`config.mk`:
```
export PLATFORM = sky130hd
export DESIGN_NAME = reg_pipeline
export DESIGN_NICKNAME = d
export VERILOG_FILES = /design/src/rtl/reg_pipeline_pkg.sv /design/src/rtl/reg_pipeline_reg.sv /design/src/rtl/reg_pipeline.sv
export SDC_FILE = /design/constraint.sdc
export NUM_CORES = 1
export LEC_CHECK = 0
export ABC_AREA = 0
export BUFFER_PORTS_ARGS = -buffer_cell sky130_fd_sc_hd__buf_2
export CORE_MARGIN = 3
export CORE_UTILIZATION = 57
export DETAILED_ROUTE_END_ITERATION = 8
export PLACE_DENSITY = 0.81
export SETUP_SLACK_MARGIN = 0.02
export SLEW_MARGIN = 10
export SYNTH_ARGS = -nofsm -noshare
export SYNTH_HDL_FRONTEND = slang
export SYNTH_SLANG_ARGS = --single-unit
```
`constraint.sdc`:
```
create_clock -name clk -period 5.1 [get_ports clk]
set_clock_uncertainty 0.2 [all_clocks]
set_input_delay 1.02 -clock clk [delete_from_list [all_inputs] [get_ports clk]]
set_output_delay 1.02 -clock clk [all_outputs]
set_load 0.05 [all_outputs]
```
`src/rtl/reg_pipeline_pkg.sv`:
```
// Shared constants and helpers for the valid/ready register pipeline.
// The valid-bit population count is sized for the largest legal depth.
package reg_pipeline_pkg;

  localparam int unsigned MAX_DEPTH = 16;
  localparam int unsigned CNT_W     = 5;

  function automatic logic [CNT_W-1:0] count_valid(input logic [MAX_DEPTH-1:0] vec);
    logic [CNT_W-1:0] n;
    n = {CNT_W{1'b0}};
    for (int i = 0; i < MAX_DEPTH; i++) begin
      n = n + {{(CNT_W-1){1'b0}}, vec[i]};
    end
    return n;
  endfunction

endpackage

```
`src/rtl/reg_pipeline_reg.sv`:
```
// Enabled, synchronously clearable register with asynchronous active-low reset.
// One instance per pipeline stage carries {valid, data}.
module reg_pipeline_reg #(
  parameter int W = 9
) (
  input  logic         clk,
  input  logic         rst_n,
  input  logic         i_en,
  input  logic         i_clr,
  input  logic [W-1:0] i_d,
  output logic [W-1:0] o_q
);

  logic [W-1:0] r_q;

  // Stage storage: clear wins over enable, otherwise hold.
  always_ff @(posedge clk or negedge rst_n) begin
    if (!rst_n) begin
      r_q <= {W{1'b0}};
    end else if (i_clr) begin
      r_q <= {W{1'b0}};
    end else if (i_en) begin
      r_q <= i_d;
    end else begin
      r_q <= r_q;
    end
  end

  assign o_q = r_q;

endmodule

```
`src/rtl/reg_pipeline.sv`:
```
// DEPTH-stage valid/ready register pipeline with global enable, flush and
// a registered occupancy count that always matches the stage valid bits.
module reg_pipeline
  import reg_pipeline_pkg::*;
#(
  parameter int WIDTH = 8,
  parameter int DEPTH = 3
) (
  input  logic                       clk,
  input  logic                       rst_n,
  input  logic                       en,
  input  logic                       clr,
  input  logic                       in_valid,
  output logic                       in_ready,
  input  logic [WIDTH-1:0]           in_data,
  output logic                       out_valid,
  input  logic                       out_ready,
  output logic [WIDTH-1:0]           out_data,
  output logic [$clog2(DEPTH+1)-1:0] occupancy
);

  localparam int OCC_W = $clog2(DEPTH+1);

  logic [WIDTH:0]       w_d [DEPTH];
  logic [WIDTH:0]       w_q [DEPTH];
  logic [DEPTH-1:0]     w_v;
  logic [DEPTH-1:0]     w_v_next;
  logic [MAX_DEPTH-1:0] w_v_pad;
  logic                 w_advance;
  logic [OCC_W-1:0]     r_occ;

  assign w_advance = en & (~w_v[DEPTH-1] | out_ready);
  assign in_ready  = rst_n & w_advance;

  genvar g;
  generate
    for (g = 0; g < DEPTH; g++) begin : g_stage
      if (g == 0) begin : g_head
        assign w_d[g] = {in_valid, in_data};
      end else begin : g_body
        assign w_d[g] = w_q[g-1];
      end

      reg_pipeline_reg #(.W(WIDTH + 1)) u_stage (
        .clk   (clk),
        .rst_n (rst_n),
        .i_en  (w_advance),
        .i_clr (clr),
        .i_d   (w_d[g]),
        .o_q   (w_q[g])
      );

      assign w_v[g] = w_q[g][WIDTH];
    end
  endgenerate

  // Valid bits as they will be after this edge, so the count lands with them.
  always_comb begin
    w_v_next = w_v;
    if (clr) begin
      w_v_next = {DEPTH{1'b0}};
    end else if (w_advance) begin
      w_v_next[0] = in_valid;
      for (int i = 1; i < DEPTH; i++) begin
        w_v_next[i] = w_v[i-1];
      end
    end else begin
      w_v_next = w_v;
    end
    w_v_pad = {MAX_DEPTH{1'b0}};
    w_v_pad[DEPTH-1:0] = w_v_next;
  end

  // Registered occupancy tracking the stage valid bits.
  always_ff @(posedge clk or negedge rst_n) begin
    if (!rst_n) begin
      r_occ <= {OCC_W{1'b0}};
    end else begin
      r_occ <= OCC_W'(count_valid(w_v_pad));
    end
  end

  assign occupancy = r_occ;
  assign out_valid = w_q[DEPTH-1][WIDTH];
  assign out_data  = w_q[DEPTH-1][WIDTH-1:0];

endmodule
```
==> impl_metrics.tcl, run 1 <==
set metrics [dict create \
    final.hold.worst_slack_ns 0.346 \
    syn2layout_area_growth_pct 13.1 \
    final.min_clock_period_ns 3.26 \
    post_cts.resized_instances 0 \
    hold_class "flip-flop to flip-flop" \
    place.port_buffers 25 \
    insertedDiodeCount 0 \
    postSynthAreaPerCell_sq_um 12.4 \
    timing.final.hold_violations 0 \
    use_met3_pct 7.36 \
    final_layout_size_suffix_gt1_share_pct 25.2 \
    area_used_by_multi_input_combinational_logic_sq_um 558 \
    power_w 0.000432 \
    worstSkewPairLatency_ns 0.32 \
    most_used_cells_in_the_layout_excluding_fill_and_tap_cells "35 x nand2b_1, 29 x dfrtp_1, 28 x mux2i_1" \
    cts_hold_repair.buffers 0 \
    r2r_start "g_stage[2].u_stage.o_q[8]" \
    utilization_pct 72.8 \
    slew_headroom_pct 58.2 \
    drc 0 \
    critical_path_required_ns 3.88 \
    wire_per_inst_microns 12.8 \
    firstDrtPassIters 3 \
    number_of_global_route_vias_before_repair 800 \
    grt_antenna_before_repair 0 \
    mapped_nets 123 \
    synth-seq-cells 29 \
    report.final.slew_viol_count 0 \
    initial_core_util_pct 64.4 \
    power.ir.vdd_worst_v 0.000215 \
    worst_setup_path_startpoint "rst_n" \
    reg2reg_depth 5 \
    grt_setup_unrepaired "false" \
    dr_total_vias 825 \
    rr_endpoint "occupancy[0]" \
    wl_microns 2070 \
    place.gp.congestion 0.736 \
    max-clock-path-buffers 2 \
    grt_ovf 0 \
    worst_slew_pin_slew_ns 0.627 \
    post_synth_instance_area_sq_um 1340 \
    grt-busiest-layer "met2" \
    ioPinCount 26 \
    cp-start-kind "input pin" \
    post_synth_main_area_contributors "dfrtp_1 54%, mux2i_1 21%, nand2b_1 16%" \
    cap_viol_max_count 0 \
    type_of_element_capturing_the_critical_path "primary output" \
    place_ws_ns 1.80 \
    grt_use_met1_pct 18.6 \
    ctsRootBufferMaster "clkbuf_4" \
    cts_setup_buffers 0 \
    postRouteAntennaNets 0 \
    timing.critical_path.arrival_ns 2.04 \
    worstHoldStart "g_stage[2].u_stage.o_q[4]" \
    layout.filler_cells 152 \
    grt_start_max_net_pins 38 \
    synth_instances 108 \
    clock-sinks 29 \
    total_routing_usage_reported_by_global_routing_pct 16.5 \
    h_tree_levels 2 \
    drt_iter0_markers 7 \
    finalSetupViolCount 0 \
    worstHoldEndpoint "g_stage[2].u_stage.o_q[4]" \
    crit_type "input pin to primary output" \
    synth_top_area_share_pct 54.1 \
    chipWidth_microns 54.5 \
    fin_nets 150 \
    worst_slack_ns 1.84 \
    grt_pass1_wl_microns 3350 \
    cts_made_buffers 5 \
    max_clock_freq_mhz 307 \
    p_per_cell_area_nw_per_um2 285 \
    yosysWarningCount 0 \
    site_row_count 16 \
    ff_latch_area_sq_um 726 \
    fin_tns_setup_ns 0 \
    design.core.area_sq_um 2080 \
    timing.reg2reg.setup_slack_ns 3.12 \
    grt.met2_usage_pct 27.3 \
    sequential_to_total_area_share_from_yosys_stat_pct 54.1 \
    post-synth-top-area-cell "dfrtp_1" \
    dieHeight_microns 54.5 \
    synth_cell_types 15 \
    outcome "completed" \
    min_path_cells 2 \
    leakage_nw 0.800 \
    cts_tree "done" \
    mostFrequentLayoutCell "nand2b_1" \
    crit_path_max_fanout 30 \
    final_min_period_over_clock_period_pct 63.8 \
    place.detailed.hpwl_microns 1430 \
    die_area_sq_um 2970 \
    cts.clk_slew.worst_paths_ns 0.08 \
    post_drt_via_cell_ratio 5.09 \
]
power by group:
| group | total, W | switching, W | internal, W | leakage, nW |
|---|---|---|---|---|
| sequential | 0.000241 | 0.00000257 | 0.000239 | 0.395 |
| combinational | 0.0000533 | 0.0000324 | 0.0000209 | 0.373 |
| clock | 0.000138 | 0.0000726 | 0.0000650 | 0.0314 |
cells in the mapped netlist (all sizes together):
library cell / count
a22oi: 1
and2: 1
buf: 3
clkbuf: 4
dfrtp: 29
fa: 1
inv: 1
mux2i: 28
nand2: 1
nand2b: 35
nor2: 2
o21a: 1
o21ai: 1
cells by family after synthesis:
kind of cell | count (synthesis) | synth area share, %
and+or+nand+nor | 39 | 17.7
DFF | 29 | 54.1
muxes | 28 | 20.9
buffers and inverters | 8 | 4.29
AOI/OAI and AO/OA | 3 | 1.49
adders and majority gates | 1 | 1.49
flip-flops by register name (all words and copies together) (netlist names):
name	flops
occupancy	2
g_stage.u_stage.o_q	27
worst max-delay path: stages:
cell	delay (ns)
buf_2	0.49
and2_2	0.26
buf_2	0.26
metal layers:
metal | part of all wire [%] | up-vias
met5 | 0 | -
met4 | 0 | 0
met3 | 6.3 | 0
met2 | 50 | 21
met1 | 43 | 399
li1 | - | 405
per-stage QoR:
step | instances | instance area (sq um)
after floorplan | 108 | 1340
after global placement | 155 | 1460
after detailed placement | 155 | 1460
after CTS | 162 | 1520
after global routing | 162 | 1520
final | 162 | 1520
area by class of cell:
class,count,share of cell area (%)
Tap cell,27,2.23
Sequential cell,29,47.9
Clock buffer,7,3.63
Multi-Input combinational cell,71,36.8
Inverter,1,0.248
Timing Repair Buffer,27,9.24
how the worst max path moves through the flow:
| stage | endpoint | cells past startpoint |
|---|---|---|
| after global placement | in_ready | 3 |
| after CTS | in_ready | 3 |
| after global routing | in_ready | 3 |
| final | in_ready | 3 |
| after detailed placement | in_ready | 3 |
| after floorplan | in_ready | 4 |
No activity file was read; power rests on OpenSTA's default activity.
==> run 2: changes to the inputs <==
--- a/config.mk
+++ b/config.mk
@@ -8,9 +8,9 @@
 export ABC_AREA = 0
 export BUFFER_PORTS_ARGS = -buffer_cell sky130_fd_sc_hd__buf_2
 export CORE_MARGIN = 3
-export CORE_UTILIZATION = 57
+export CORE_UTILIZATION = 48
 export DETAILED_ROUTE_END_ITERATION = 8
-export PLACE_DENSITY = 0.81
+export PLACE_DENSITY = 0.73
 export SETUP_SLACK_MARGIN = 0.02
 export SLEW_MARGIN = 10
 export SYNTH_ARGS = -nofsm -noshare
==> constraint.sdc (replaced) <==
create_clock -name clk -period 2.81 [get_ports clk]
set_clock_uncertainty 0.2 [all_clocks]
set_input_delay 0.562 -clock clk [delete_from_list [all_inputs] [get_ports clk]]
set_output_delay 0.562 -clock clk [all_outputs]
set_load 0.05 [all_outputs]
==> run 2 against run 1 <==
  * Cell count increased by 3.1%
  * Wire length grew 7.1%
  * Die area increased by 17%
  * Largest cell class unchanged
  * Via count is 0.36% higher
  * Combinational power increased by 86%
  * Highest routed layer is now met4
  * Sequential power rose by 82%
  * Clock power is 79% higher
  * First-iteration DRC count grew to 3.3 times the previous value
  * Sequential share of layout area down 0.59 points
==> impl_metrics.tcl, run 2 (synthesized netlist as in run 1, its figures left out) <==
set metrics [dict create \
    final_layout_size_suffix_gt1_share_pct 26.3 \
    largest_register_ff_count 27 \
    dr_total_vias 828 \
    ff_latch_area_sq_um 726 \
    place.detailed.hpwl_microns 1500 \
    die_area_sq_um 3460 \
    timing.final.hold_violations 0 \
    critical_path_required_ns 2.05 \
    critical-path-max-stage-delay_ns 0.37 \
    place.port_buffers 25 \
    clock-sinks 29 \
    cap_viol_max_count 0 \
    crit_path_max_fanout 3 \
    cts_made_buffers 5 \
    initial_core_util_pct 52.2 \
    worst_slack_ns 0.705 \
    grt_setup_unrepaired "false" \
    timing.critical_path.arrival_ns 1.34 \
    hold_class "input pin to async pin" \
    drt_iter0_markers 23 \
    grt_start_max_net_pins 38 \
    crit_path_cell_trace "inv_1 > o21a_1 > and2_2 > buf_2" \
    power.ir.vdd_worst_v 0.000371 \
    type_of_element_capturing_the_critical_path "primary output" \
    mostFrequentLayoutCell "nand2b_1" \
    firstDrtPassIters 4 \
    place.gp.congestion 0.689 \
    site_row_count 18 \
    dieHeight_microns 58.9 \
    cell_type_of_the_slowest_stage_on_the_worst_timing_path "dfrtp_1" \
    number_of_standard_cells_in_the_final_layout_excluding_fillers 167 \
    design.core.area_sq_um 2570 \
    drc 0 \
    worstPathBufferInverterCount 2 \
    layout.filler_cells 223 \
    cts_tree "done" \
    most_used_cells_in_the_layout_excluding_fill_and_tap_cells "35 x nand2b_1, 29 x dfrtp_1, 28 x mux2i_1" \
    p_per_cell_area_nw_per_um2 511 \
    grt_ovf 0 \
    wire_per_inst_microns 13.3 \
    cts.clk_slew.worst_paths_ns 0.08 \
    slew_headroom_pct 70.5 \
    total_routing_usage_reported_by_global_routing_pct 15.1 \
    cp-start-kind "flip-flop" \
    chipWidth_microns 58.9 \
    insertedDiodeCount 0 \
    max-clock-path-buffers 2 \
    number_of_global_route_vias_before_repair 848 \
    finalSetupViolCount 0 \
    h_tree_levels 2 \
    post_drt_via_cell_ratio 4.96 \
    critical-path-top-delay-family "flip-flops" \
    syn2layout_area_growth_pct 14.5 \
    post_cts.resized_instances 0 \
    grt_antenna_before_repair 0 \
    place_ws_ns 0.708 \
    cts_setup_buffers 0 \
    wl_microns 2220 \
    report.final.slew_viol_count 0 \
    fin_tns_setup_ns 0 \
    postRouteAntennaNets 0 \
    worst_slew_pin_slew_ns 0.443 \
    worstSkewPairLatency_ns 0.31 \
    ctsRootBufferMaster "clkbuf_4" \
    grt_pass1_wl_microns 3820 \
    crit_type "flip-flop to primary output" \
    area_used_by_multi_input_combinational_logic_sq_um 558 \
    dpl.cell_count 160 \
    fin_nets 152 \
    max_clock_freq_mhz 475 \
    ioPinCount 26 \
    final.min_clock_period_ns 2.11 \
    power_w 0.000784 \
    final_min_period_over_clock_period_pct 74.9 \
    leakage_nw 0.809 \
    cts_hold_repair.buffers 0 \
    outcome "completed" \
]
run 2: cell types whose count changed in the layout (fill, tap and decap cells not counted):
| cell | change |
|---|---|
| buf_4 | +2 |
run 2: report_power, final:
group / switching [W] / internal, W
registers: 0.00000484 / 0.000433
logic: 0.0000596 / 0.0000396
clock network: 0.000130 / 0.000118
total: 0.000194 / 0.000591
run 2: worst register-to-register path, delay by kind of cell (launching register included):
kind / cells / cell delay [ns]
compound gates: 1 / 0.17
fa+ha+maj: 1 / 0.43
buf+inv: 2 / 0.31
flops: 1 / 0.40
mux: 1 / 0.30
run 2: cell type report:
cell class | count | share of cell area, %
sequential | 29 | 47.3
timing repair buffer | 29 | 10.1
multi-input combinational | 71 | 36.3
clock buffer | 7 | 3.59
tap | 30 | 2.44
inverter | 1 | 0.244
run 2: path summary, 6_finish.rpt:
kind / start / end / slack [ns] / cells after the start
setup / recovery: g_stage[2].u_stage.o_q[8] / in_ready / 0.70 / 4
hold / removal: rst_n / g_stage[2].u_stage.o_q[3] / 0.07 / 2
setup reg to reg: g_stage[2].u_stage.o_q[8] / occupancy[0] / 0.90 / 5
hold reg to reg: g_stage[2].u_stage.o_q[2] / g_stage[2].u_stage.o_q[2] / 0.35 / 2
max in group asynchronous: rst_n / g_stage[1].u_stage.o_q[4] / 2.07 / 2
min in group clk: in_data[6] / g_stage[0].u_stage.o_q[6] / 0.29 / 3
run 2: routing by layer:
| metal | global-route usage (%) | wire [microns] | part of all wire (%) |
|---|---|---|---|
| met1 | 18.4 | 1010 | 46 |
| met2 | 24.0 | 1070 | 48 |
| met3 | 4.61 | 104 | 4.7 |
| met4 | 7.77 | 38 | 1.7 |
| met5 | 0 | 0 | 0 |
run 2: metrics by stage:
step / util, % / cell area, sq um / hold slack (ns)
detailed placement: 57.7 / 1480 / 0.337
CTS: 59.8 / 1540 / 0.0739
finish: 59.8 / 1540 / 0.0681
global route: 59.8 / 1540 / 0.0807
floorplan: - / 1340 / 0.0664
global placement: 57.7 / 1480 / 0.322
